`src/rtl/seg7_pkg.sv`:
```
// Shared cathode/anode encodings and scan state type for the 4-digit 7-segment driver.
// All cathode and anode patterns are active-low; segment order is {a,b,c,d,e,f,g}.
package seg7_pkg;

  localparam logic [6:0] SEG_0     = 7'b0000001;
  localparam logic [6:0] SEG_1     = 7'b1001111;
  localparam logic [6:0] SEG_2     = 7'b0010010;
  localparam logic [6:0] SEG_3     = 7'b0000110;
  localparam logic [6:0] SEG_4     = 7'b1001100;
  localparam logic [6:0] SEG_5     = 7'b0100100;
  localparam logic [6:0] SEG_6     = 7'b0100000;
  localparam logic [6:0] SEG_7     = 7'b0001111;
  localparam logic [6:0] SEG_8     = 7'b0000000;
  localparam logic [6:0] SEG_9     = 7'b0000100;
  localparam logic [6:0] SEG_BLANK = 7'b1111111;

  localparam logic [3:0] AN_OFF    = 4'b1111;

  typedef enum logic {
    OFF  = 1'b0,
    SCAN = 1'b1
  } state_e;

  // Active-low one-hot anode pattern for a digit slot.
  function automatic logic [3:0] an_onehot(input logic [1:0] sel);
    return ~(4'b0001 << sel);
  endfunction

endpackage

```
`src/rtl/seg7_scan_mux_if.sv`:
```
// Display-side bundle: BCD frame inputs from the datapath and the scanned anode/cathode outputs.
// The scan driver takes the slave view; whoever produces the digits takes the master view.
interface seg7_scan_mux_if;

  logic        enable;
  logic [15:0] digits;
  logic [3:0]  dp_in;
  logic        blank_lz;
  logic [3:0]  an;
  logic [6:0]  seg;
  logic        dp;
  logic [1:0]  digit_sel;

  modport master (
    output enable, digits, dp_in, blank_lz,
    input  an, seg, dp, digit_sel
  );

  modport slave (
    input  enable, digits, dp_in, blank_lz,
    output an, seg, dp, digit_sel
  );

endinterface

```
`src/rtl/seg7_decode.sv`:
```
// Combinational BCD to active-low cathode decode; codes 10-15 render as "0".
// Zero latency, no flow control.
module seg7_decode
  import seg7_pkg::*;
(
  input  logic [3:0] bcd,
  output logic [6:0] seg
);

  always_comb begin
    seg = SEG_0;
    case (bcd)
      4'd0:    seg = SEG_0;
      4'd1:    seg = SEG_1;
      4'd2:    seg = SEG_2;
      4'd3:    seg = SEG_3;
      4'd4:    seg = SEG_4;
      4'd5:    seg = SEG_5;
      4'd6:    seg = SEG_6;
      4'd7:    seg = SEG_7;
      4'd8:    seg = SEG_8;
      4'd9:    seg = SEG_9;
      default: seg = SEG_0;
    endcase
  end

endmodule

```
`src/rtl/seg7_scan_mux.sv`:
```
// 4-digit common-anode scan driver: prescaled slot rotation, per-frame snapshot, blanking, LZ suppression.
// Outputs registered, 1-cycle latency from scan state; no backpressure, inputs sampled once per frame.
module seg7_scan_mux
  import seg7_pkg::*;
#(
  parameter int REFRESH_DIV  = 100000,
  parameter int BLANK_CYCLES = 64
) (
  input  logic           clk,
  input  logic           rst_n,
  seg7_scan_mux_if.slave io
);

  localparam int             CNT_W     = (REFRESH_DIV > 1) ? $clog2(REFRESH_DIV) : 1;
  localparam logic [CNT_W-1:0] CNT_MAX   = CNT_W'(REFRESH_DIV - 1);
  localparam logic [CNT_W-1:0] BLANK_CMP = CNT_W'(BLANK_CYCLES);

  state_e           state_q, state_d;
  logic [CNT_W-1:0] cnt_q, cnt_d;
  logic [1:0]       sel_q, sel_d;
  logic [15:0]      frm_dig_q, frm_dig_d;
  logic [3:0]       frm_dp_q, frm_dp_d;
  logic             frm_lz_q, frm_lz_d;
  logic [3:0]       an_q, an_d;
  logic [6:0]       seg_q, seg_d;
  logic             dp_q, dp_d;

  logic             snap;
  logic [3:0]       cur_bcd;
  logic [6:0]       cur_seg;
  logic [3:0]       lz_zero;
  logic             cur_blank;

  assign cur_bcd = frm_dig_q[{sel_q, 2'b00} +: 4];

  seg7_decode u_decode (
    .bcd (cur_bcd),
    .seg (cur_seg)
  );

  // lz_zero[i]: frame digits i..3 are all zero; digit 0 is never suppressed.
  always_comb begin
    lz_zero    = 4'b0000;
    lz_zero[3] = (frm_dig_q[15:12] == 4'd0);
    lz_zero[2] = lz_zero[3] & (frm_dig_q[11:8] == 4'd0);
    lz_zero[1] = lz_zero[2] & (frm_dig_q[7:4] == 4'd0);
    cur_blank  = frm_lz_q & lz_zero[sel_q];
  end

  always_comb begin
    state_d = state_q;
    cnt_d   = cnt_q;
    sel_d   = sel_q;
    snap    = 1'b0;
    case (state_q)
      OFF: begin
        cnt_d = '0;
        sel_d = 2'd0;
        if (io.enable) begin
          state_d = SCAN;
          snap    = 1'b1;
        end
      end
      SCAN: begin
        if (!io.enable) begin
          state_d = OFF;
          cnt_d   = '0;
          sel_d   = 2'd0;
        end else if (cnt_q == CNT_MAX) begin
          cnt_d = '0;
          sel_d = sel_q + 2'd1;
          snap  = (sel_q == 2'd3);
        end else begin
          cnt_d = cnt_q + CNT_W'(1);
        end
      end
      default: state_d = OFF;
    endcase
  end

  always_comb begin
    frm_dig_d = frm_dig_q;
    frm_dp_d  = frm_dp_q;
    frm_lz_d  = frm_lz_q;
    if (snap) begin
      frm_dig_d = io.digits;
      frm_dp_d  = io.dp_in;
      frm_lz_d  = io.blank_lz;
    end
  end

  // A suppressed digit still drives its anode so its decimal point can light.
  always_comb begin
    an_d  = AN_OFF;
    seg_d = SEG_BLANK;
    dp_d  = 1'b1;
    if (state_q == SCAN && cnt_q >= BLANK_CMP) begin
      an_d  = an_onehot(sel_q);
      seg_d = cur_blank ? SEG_BLANK : cur_seg;
      dp_d  = ~frm_dp_q[sel_q];
    end
  end

  always_ff @(posedge clk or negedge rst_n) begin
    if (!rst_n) begin
      state_q   <= OFF;
      cnt_q     <= '0;
      sel_q     <= 2'd0;
      frm_dig_q <= 16'd0;
      frm_dp_q  <= 4'd0;
      frm_lz_q  <= 1'b0;
      an_q      <= AN_OFF;
      seg_q     <= SEG_BLANK;
      dp_q      <= 1'b1;
    end else begin
      state_q   <= state_d;
      cnt_q     <= cnt_d;
      sel_q     <= sel_d;
      frm_dig_q <= frm_dig_d;
      frm_dp_q  <= frm_dp_d;
      frm_lz_q  <= frm_lz_d;
      an_q      <= an_d;
      seg_q     <= seg_d;
      dp_q      <= dp_d;
    end
  end

  assign io.an        = an_q;
  assign io.seg       = seg_q;
  assign io.dp        = dp_q;
  assign io.digit_sel = sel_q;

endmodule
```
`src/flat_wrapper.sv`:
```
// flat-port wrapper written by rule: the top's interface ports become plain ports
module seg7_scan_mux_flat import seg7_pkg::*;
#(
  parameter int REFRESH_DIV  = 100000,
  parameter int BLANK_CYCLES = 64
)
  (clk, rst_n, io_enable, io_digits, io_dp_in, io_blank_lz, io_an, io_seg, io_dp, io_digit_sel);
  seg7_scan_mux_if io_i ();
  input  logic clk;
  input  logic rst_n;
  input wire logic [$bits(io_i.enable)-1:0] io_enable;
  input wire logic [$bits(io_i.digits)-1:0] io_digits;
  input wire logic [$bits(io_i.dp_in)-1:0] io_dp_in;
  input wire logic [$bits(io_i.blank_lz)-1:0] io_blank_lz;
  output wire logic [$bits(io_i.an)-1:0] io_an;
  output wire logic [$bits(io_i.seg)-1:0] io_seg;
  output wire logic [$bits(io_i.dp)-1:0] io_dp;
  output wire logic [$bits(io_i.digit_sel)-1:0] io_digit_sel;
  assign io_i.enable = io_enable;
  assign io_i.digits = io_digits;
  assign io_i.dp_in = io_dp_in;
  assign io_i.blank_lz = io_blank_lz;
  assign io_an = io_i.an;
  assign io_seg = io_i.seg;
  assign io_dp = io_i.dp;
  assign io_digit_sel = io_i.digit_sel;
  seg7_scan_mux #(.REFRESH_DIV(REFRESH_DIV), .BLANK_CYCLES(BLANK_CYCLES)) u_core (.clk(clk), .rst_n(rst_n), .io(io_i));
endmodule
```
`config.mk`:
```
export PLATFORM = sky130hd
export DESIGN_NAME = seg7_scan_mux_flat
export DESIGN_NICKNAME = d
export VERILOG_FILES = /design/src/rtl/seg7_pkg.sv /design/src/rtl/seg7_scan_mux_if.sv /design/src/rtl/seg7_decode.sv /design/src/rtl/seg7_scan_mux.sv /design/src/flat_wrapper.sv
export SDC_FILE = /design/constraint.sdc
export NUM_CORES = 1
export LEC_CHECK = 0
export ABC_AREA = 1
export CAP_MARGIN = 0
export CORE_MARGIN = 3
export CORE_UTILIZATION = 59
export DETAILED_ROUTE_END_ITERATION = 8
export GPL_ROUTABILITY_DRIVEN = 1
export HOLD_SLACK_MARGIN = 0.12
export PLACE_DENSITY = 0.93
export SETUP_SLACK_MARGIN = 0.15
export SLEW_MARGIN = 20
export SYNTH_ARGS = -nofsm -noshare
export SYNTH_HDL_FRONTEND = slang
export SYNTH_HIERARCHICAL = 1
export SYNTH_SLANG_ARGS = --single-unit
```
`constraint.sdc`:
```
create_clock -name clk -period 5.8 [get_ports clk]
set_input_delay 1.16 -clock clk [delete_from_list [all_inputs] [get_ports clk]]
set_output_delay 1.16 -clock clk [all_outputs]
set_load 0.02 [all_outputs]
```
==> results of run 1 <==
metrics by stage:
stage	instance area, µm²	power, mW
2_1_floorplan	2730	0.4625
3_3_place_gp	3098	0.4926
3_5_place_dp	3098	0.4977
4_1_cts	3182	0.6973
5_1_grt	3184	0.7261
6_report	3184	0.6920
cells in the final DEF, fill, tap and decap left out, types with 10 or more instances in the layout:
cell type,count
nand3_1,36
inv_1,25
dfrtp_1,41
dfstp_2,12
nand2_1,90
ha_1,10
nor2_1,43
o21ai_0,17
clkdlybuf4s50_1,36
routing by layer:
metal,vias to the layer above,global-route usage,wire length (µm)
met5,-,0,0
met2,84,0.3671,2731
met1,1103,0.2714,2394
li1,1136,-,-
met3,11,0.05270,307
met4,0,0.07646,85
where the power goes:
part           switching (mW)  internal [mW]
Combinational          0.0520         0.0379
Sequential             0.0139          0.389
Clock                   0.114         0.0855
Total                   0.180          0.512
sequential cells by signal, summed over array words and instances, names as in the netlist:
| signal | cells |
|---|---|
| u_core/frm_lz_q | 1 |
| u_core/io.dp | 1 |
| u_core/frm_dp_q | 4 |
| u_core/io.seg | 7 |
| u_core/cnt_q | 17 |
| u_core/io.digit_sel | 2 |
| u_core/state_q | 1 |
| u_core/io.an | 4 |
| u_core/frm_dig_q | 16 |
worst paths after layout:
kind | end | cells past startpoint
max in group asynchronous | u_core/cnt_q[10] | 1
setup / recovery | io_digit_sel[0] | 1
setup reg to reg | u_core/io.seg[6] | 8
hold / removal | u_core/frm_dig_q[6] | 2
min in group asynchronous | u_core/cnt_q[16] | 1
hold reg to reg | u_core/frm_dig_q[6] | 2
worst reg2reg max path: stages, from the launching register on:
cell,delay (ps)
dfrtp_1,550
inv_1,410
nor2_1,100
o21ai_0,410
inv_1,170
ha_1,240
o21ai_0,230
nor2_1,60
nand3b_1,160
logic make-up after synthesis:
logic type,count (synthesis)
AND/OR/NAND/NOR,199
flip-flops,53
buffers and inverters,39
XOR/XNOR,2
AO/OA/AOI/OAI,32
adder cells (fa/ha/maj),10
final cells by class:
| type | instances | share of cell area |
|---|---|---|
| flip-flops and latches | 53 | 0.4212 |
| multi-input cells | 243 | 0.3800 |
| repair buffers | 38 | 0.1179 |
| inverters | 29 | 0.03418 |
| clock buffers | 7 | 0.02397 |
| well taps | 52 | 0.02043 |
| clock inverters | 1 | 0.002358 |
==> flow_summary.ini, run 1 <==
[logic_synthesis]
synth_edf_count = 0
syn_avg_cell_area_um2 = 8.150
seq_area_frac_synth = 0.4913
synth_area_leaders = dfrtp_1 (38%), nand2_1 (12%), dfstp_2 (12%)
yosysMostFrequentCell = nand2_1
synth_compound_area_frac = 0.06324
yosysWarnings = 6
synth_top_family_by_area = simple AND/OR/NAND/NOR gates
synthCells = 335
synth_top_area_frac = 0.3758
synthAdderAreaFrac = 0.04583
async_flop_share = 1.000
synthMuxAreaShare = 0
synthFlopType = dfrtp_1
post-synth-top-area-cell = dfrtp_1
ys_ff_latch = 53
synth_fp_nets = 369
synth_xor_area_frac = 0.006416
netlist_top_cells_count = nand2_1 (90), nor2_1 (43), dfrtp_1 (41)
synth-simple-area-share = 0.3277
syn_area_um2 = 2730
synth_cell_types = 29

[floorplan]
die_w_um = 74.03
start_util = 0.6185
core.rowCount = 24
die_h_um = 74.03
coreArea_um2 = 4414
dieArea_um2 = 5480
num_io_pins = 38

[drt]
routedWlPerCell_um = 13.04
drt_iter0_markers = 215
drt_first_pass_iters = 5
drt_wl_total_um = 5518
vias = 2334
viasPerCell = 5.518
postRouteAntennaNets = 0
drc = 0

[sta]
min_period_over_period = 0.4802
fin_skew_ps = 6.727
slew_violations = 0
setup_viol = 0
tightestPinTransition_ps = 850.4
setup_tns_ps = 0
slew_headroom = 0.4331
worst_slack_ps = 3015
max_freq_mhz = 359.1
hold_viol = 0
min_period_ps = 2785
rsz0062_at_grt = no
timing.hold.ws_ps = 481.6

[worst_setup_path]
path_class = reg -> out
cpPeakStageDelay_ps = 690
cp-start-kind = flip-flop
timing.rr.start = u_core/io.digit_sel[0]
crit_family = buffers and inverters
worstPathCellList = clkdlybuf4s50_1
regToRegSetupSlack_ps = 3370
arrival_ps = 1620
worst_path_max_delay_cell = clkdlybuf4s50_1
path_max_fanout = 14
startpoint = u_core/io.digit_sel[0]
crit_buf_inv = 1
crit_path_end_kind = output pin
crit_required_ps = 4640

[clock_network]
cts-root-buf = clkbuf_8
cts_buffers = 5
cts_hold_buf = 0
htree_levels = 2
post-cts-setup-buffers = 0
clk_latency_ps = 310
cts.clk_slew.worst_paths_ps = 90
cts_max_path_buffers = 2
cts_tree = built
cts.repair.resized = 0
cts_sinks = 53

[place]
portBuffers = 37
placed_cells = 415
dpl_worst_slack_ps = 3164
place_hpwl_um = 3932
gp_congestion = 0.8874

[cells_and_area]
n_antenna_cell = 0
layout.nets = 404
stdcell_count = 423
final-seq-area_um2 = 1341
area_growth_pct = 16.64
multiInputGateArea_um2 = 1210
post-route-util = 0.7214
n_fill_cell = 319
drive_gt1_frac = 0.09704

[pwr]
peakVddDrop_v = 0.0001490
leakage_nw = 1.471
pwr_density_cell_nw_per_um2 = 217.3

[global_route]
first_global_vias = 2141
grt_usage = 0.2168
grt.overflow.total = 0
antenna_found_initial = 0
grt_max_degree = 54
grt_pass1_wl_um = 9218

[flow_run]
maxCapViolCount = 0

[min_path]
holdCritStartpoint = u_core/frm_dig_q[6]
min_path_type = reg -> reg

[status]
run_status = completed
Note: power is estimated with default switching activity, not from simulation.
==> inputs of run 2 (changes only) <==
--- a/config.mk
+++ b/config.mk
@@ -8,11 +8,11 @@
 export ABC_AREA = 1
 export CAP_MARGIN = 0
 export CORE_MARGIN = 3
-export CORE_UTILIZATION = 59
+export CORE_UTILIZATION = 54
 export DETAILED_ROUTE_END_ITERATION = 8
 export GPL_ROUTABILITY_DRIVEN = 1
 export HOLD_SLACK_MARGIN = 0.12
-export PLACE_DENSITY = 0.93
+export PLACE_DENSITY = 0.87
 export SETUP_SLACK_MARGIN = 0.15
 export SLEW_MARGIN = 20
 export SYNTH_ARGS = -nofsm -noshare
==> constraint.sdc (replaced) <==
create_clock -name clk -period 2.8 [get_ports clk]
set_input_delay 0.56 -clock clk [delete_from_list [all_inputs] [get_ports clk]]
set_output_delay 0.56 -clock clk [all_outputs]
set_load 0.02 [all_outputs]
==> run 2 against run 1 <==
Compared with the run above: combinational power up 110%; critical path type is now reg -> reg; sequential cell count unchanged; first-iteration DRC count down 0.93%; utilization down 4.7 points; non-clock buffer count up 1; sequential power up 110%; worst hold slack worse by 230 ps; sequential share of layout area down 0.81 points; design area up 2.0%; highest routed layer unchanged; critical path depth up 9; global-route usage down 1.5 points; critical endpoint is now u_core/io.seg[3]; die area up 8.5%.
==> flow_summary.ini, run 2 (synthesis results as in run 1) <==
[status]
run_status = completed

[worst_setup_path]
worstPathCellList = inv_1, a21oi_1, o21ai_0, o21ai_0, inv_1, ha_1, nand2_1, inv_1, nor2_1, nand3b_1
path_common_cell = inv_1
regToRegEndpoint = u_core/io.seg[3]
path_max_fanout = 15
reg2reg_depth = 10
startpoint = u_core/io.digit_sel[0]
path_class = reg -> reg
crit_path_end_kind = flip-flop
crit_required_ps = 3010
arrival_ps = 2440
crit_buf_inv = 3
regToRegSetupSlack_ps = 570
timing.rr.start = u_core/io.digit_sel[0]
worst_path_max_delay_cell = dfrtp_1
cp-start-kind = flip-flop
crit_family = flip-flops
cpPeakStageDelay_ps = 570

[clock_network]
cts-root-buf = clkbuf_8
cts_hold_buf = 0
htree_levels = 2
cts_tree = built
clk_latency_ps = 310
post-cts-setup-buffers = 0
cts_max_path_buffers = 2
cts.repair.resized = 0
cts_sinks = 53
cts_buffers = 5
cts.clk_slew.worst_paths_ps = 100

[cells_and_area]
mostFrequentLayoutCell = nand2_1
drive_gt1_frac = 0.1022
area_growth_pct = 18.93
n_antenna_cell = 0
top_register = u_core/cnt_q
layout.nets = 405
stdcell_count = 439
layout_common_cells = nand2_1 (90), nor2_1 (43), dfrtp_1 (41), clkdlybuf4s50_1 (36), nand3_1 (36)
largest_register_ffs = 17
stdcell_area_um2 = 3247

[sta]
rsz0062_at_grt = no
fin_skew_ps = 8.214
min_period_ps = 2229
setup_viol = 0
hold_viol = 0
max_freq_mhz = 448.5
slew_violations = 0
tightestPinTransition_ps = 888.2
min_period_over_period = 0.7962
slew_headroom = 0.4079
setup_tns_ps = 0

[global_route]
grt_max_degree = 29
grt.overflow.total = 0
antenna_found_initial = 0
first_global_vias = 2221
grt_pass1_wl_um = 9791
grt_usage = 0.2020

[floorplan]
num_io_pins = 38
dieArea_um2 = 5945
die_w_um = 77.11
coreArea_um2 = 4817
die_h_um = 77.11
start_util = 0.5668
core.rowCount = 25

[drt]
routedWlPerCell_um = 12.71
vias = 2271
drt_first_pass_iters = 5
drt_iter0_markers = 213
viasPerCell = 5.173
postRouteAntennaNets = 0
drt_wl_total_um = 5580
drc = 0

[place]
placed_cells = 431
portBuffers = 37
gp_congestion = 0.8987
place_area_um2 = 3137
place_hpwl_um = 4008

[pwr]
peakVddDrop_v = 0.0002384
pwr_density_cell_nw_per_um2 = 475.0
power_mw = 1.542
leakage_nw = 1.493

[flow_run]
maxCapViolCount = 0

[min_path]
min_path_type = in -> async
==> run 2: worst max path at each step <==
stage,end,slack (ps),depth (start not counted)
after detailed placement,u_core/io.seg[3],630,9
after floorplan,u_core/io.seg[3],810,10
after CTS,u_core/io.seg[3],590,10
final,u_core/io.seg[3],570,10
after global placement,u_core/io.seg[3],740,9
after global routing,u_core/io.seg[6],220,9
==> run 2: power by group <==
group | total, mW | internal [mW] | switching (mW) | leakage [nW]
Combinational | 0.188 | 0.0806 | 0.107 | 0.779
Clock | 0.517 | 0.263 | 0.253 | 0.0518
Sequential | 0.838 | 0.806 | 0.0319 | 0.662
==> run 2: worst reg2reg max path: cells and delay by family (launching register included) <==
kind | cells | cell delay, ps
adder cells (fa/ha/maj) | 1 | 310
flip-flops | 1 | 570
AND/OR/NAND/NOR | 3 | 260
AO/OA/AOI/OAI | 3 | 450
buffers and inverters | 3 | 540
==> run 2: area by class of cell <==
cell class,instances,area (µm²)
Clock inverter,3,41.29
Clock buffer,5,68.82
Inverter,29,108.9
Tap cell,67,83.83
Sequential cell,53,1341
Timing Repair Buffer,39,392.9
Multi-Input combinational cell,243,1210
Fill cell,410,1570
==> run 2: through the flow <==
stage / util / setup WS [ps] / hold WS, ps
after floorplan: - / 813.4 / 264.4
final: 0.6740 / 570.6 / 256.1
after global placement: 0.6512 / 742.5 / 460.6
after global routing: 0.6740 / 220.5 / 293.1
after CTS: 0.6740 / 594.2 / 274.6
after detailed placement: 0.6512 / 628.3 / 456.0
==> run 2: routing by layer <==
metal | wire length, µm | global-route usage
met2 | 2589 | 0.3258
met5 | 0 | 0
met4 | 133 | 0.09786
met3 | 287 | 0.02582
met1 | 2568 | 0.2697
==> inputs of run 3 (changes only) <==
--- a/config.mk
+++ b/config.mk
@@ -8,11 +8,11 @@
 export ABC_AREA = 1
 export CAP_MARGIN = 0
 export CORE_MARGIN = 3
-export CORE_UTILIZATION = 54
+export CORE_UTILIZATION = 49
 export DETAILED_ROUTE_END_ITERATION = 8
 export GPL_ROUTABILITY_DRIVEN = 1
 export HOLD_SLACK_MARGIN = 0.12
-export PLACE_DENSITY = 0.87
+export PLACE_DENSITY = 0.84
 export SETUP_SLACK_MARGIN = 0.15
 export SLEW_MARGIN = 20
 export SYNTH_ARGS = -nofsm -noshare
==> constraint.sdc (replaced) <==
create_clock -name clk -period 2.05 [get_ports clk]
set_input_delay 0.41 -clock clk [delete_from_list [all_inputs] [get_ports clk]]
set_output_delay 0.41 -clock clk [all_outputs]
set_load 0.02 [all_outputs]
==> run 3 against run 2 <==
Compared with the run above: die area up 9.4%; non-clock buffer count up 6; global-route usage down 1.6 points; critical path depth down 8; design area up 1.6%; sequential power up 36%; cell count up 2.1%; critical path type is now reg -> out.
==> flow_summary.ini, run 3 (synthesis results as in run 1) <==
[sta]
setup_viol = 0
setup_tns_ps = 0
min_period_ps = 1896
fin_skew_ps = 7.518
slew_headroom = 0.6003
worst_slack_ps = 154.3
slew_violations = 0
tightestPinTransition_ps = 599.5
max_freq_mhz = 527.5
hold_viol = 0
min_period_over_period = 0.9247
rsz0062_at_grt = yes

[floorplan]
die_h_um = 80.65
num_io_pins = 38
start_util = 0.5213
core.rowCount = 26
die_w_um = 80.65
coreArea_um2 = 5238
dieArea_um2 = 6504

[drt]
vias = 2257
routedWlPerCell_um = 12.02
drt_wl_total_um = 5386
postRouteAntennaNets = 0
drt_iter0_markers = 130
drc = 0
drt_first_pass_iters = 4
viasPerCell = 5.038

[pwr]
power_mw = 1.998
pwr_density_cell_nw_per_um2 = 605.4
peakVddDrop_v = 0.0003073
leakage_nw = 1.541

[min_path]
min_path_type = reg -> reg

[place]
place_hpwl_um = 3978
place_area_um2 = 3164
dpl_worst_slack_ps = 26.94
portBuffers = 37
gp_congestion = 0.8841

[worst_setup_path]
crit_required_ps = 1640
regToRegSetupSlack_ps = 280
crit_family = buffers and inverters
arrival_ps = 1490
crit_buf_inv = 2
path_class = reg -> out
path_max_fanout = 6
regToRegEndpoint = u_core/io.seg[3]
timing.rr.start = u_core/io.digit_sel[1]
worstPathCellList = buf_4, clkdlybuf4s50_1
reg2reg_depth = 10
startpoint = u_core/io.digit_sel[1]
cp-start-kind = flip-flop
worst-path-stages = 2
endpoint = io_digit_sel[1]
cpPeakStageDelay_ps = 610
crit_path_end_kind = output pin
worst_path_max_delay_cell = clkdlybuf4s50_1

[flow_run]
maxCapViolCount = 0

[cells_and_area]
mostFrequentLayoutCell = nand2_1
layout_common_cells = nand2_1 (90), nor2_1 (43), dfrtp_1 (40), nand3_1 (36), clkdlybuf4s50_1 (35)
area_growth_pct = 20.85
n_antenna_cell = 0
drive_gt1_frac = 0.1270
largest_register_ffs = 17
layout.nets = 411
top_register = u_core/cnt_q
stdcell_area_um2 = 3299

[global_route]
grt_pass1_wl_um = 9377
grt.overflow.total = 0
first_global_vias = 2083
antenna_found_initial = 0
grt_max_degree = 29
grt_usage = 0.1864

[clock_network]
cts-root-buf = clkbuf_8
cts_buffers = 5
clk_latency_ps = 310
htree_levels = 2
cts.clk_slew.worst_paths_ps = 90
cts_sinks = 53
cts_tree = built
cts_max_path_buffers = 2

[status]
run_status = completed
-- run 3: cell count changes in the layout (fill, tap and decap cells not counted), sizes merged --
cell and delta:
buf +5, bufinv -1, clkbuf +1, clkdlybuf4s50 -1, clkinvlp -1, dlygate4sd3 +1
dlymetal6s2s +1, inv +1
-- run 3: final cells by class --
type / instances / area, µm²
inverter: 29 / 111.4
fill: 443 / 1938
timing repair buffer: 45 / 446.7
multi-input combinational: 243 / 1220
tap: 70 / 87.58
sequential: 53 / 1343
clock buffer: 6 / 82.58
clock inverter: 2 / 8.758
-- run 3: worst min-delay path by stage --
stage	start	to	slack (ps)	cells past startpoint
after detailed placement	rst_n	u_core/frm_dig_q[5]	450	1
after CTS	u_core/frm_dp_q[3]	u_core/frm_dp_q[3]	480	2
after floorplan	rst_n	u_core/cnt_q[0]	110	0
after global routing	u_core/frm_dp_q[3]	u_core/frm_dp_q[3]	510	2
after global placement	rst_n	u_core/frm_dig_q[9]	430	1
final	u_core/frm_dp_q[3]	u_core/frm_dp_q[3]	480	2
-- run 3: metal layers --
| metal | vias up | GRT usage | wire, µm |
|---|---|---|---|
| li1 | 1159 | - | - |
| met1 | 1038 | 0.2541 | 2583 |
| met2 | 51 | 0.2939 | 2487 |
| met3 | 9 | 0.03363 | 200 |
| met4 | 0 | 0.07264 | 114 |
| met5 | - | 0 | 0 |
-- run 3: where the power goes --
group / total [mW] / leakage [nW] / switching, mW / internal (mW)
combinational: 0.262 / 0.832 / 0.145 / 0.118
sequential: 1.14 / 0.660 / 0.0411 / 1.10
clock: 0.594 / 0.0486 / 0.325 / 0.268
total: 2.00 / 1.54 / 0.511 / 1.49
-- run 3: timing repair --
| action | 4_1_cts | 5_1_grt |
|---|---|---|
| endpoints found under the setup margin | 4 | 10 |
| setup buffers | 0 | 2 |
| gates resized for setup | 3 | 7 |
| hold buffers | 1 | 0 |
| endpoints found under the hold margin | 23 | 0 |
| gates cloned | 0 | 0 |
-- run 3: tightest hold or removal path, cell delays in order, from the launching register on --
cell and delay, ps:
dfrtp_1 350, nand2_1 50, nand2_1 50
-- run 3: metrics by stage --
step | util | hold slack, ps | cells
finish | 0.6300 | 482.3 | 448
global route | 0.6300 | 510.0 | 448
CTS | 0.6237 | 482.4 | 446
detailed placement | 0.6042 | 448.4 | 437
global placement | 0.6042 | 434.1 | 437
floorplan | - | 114.4 | 335
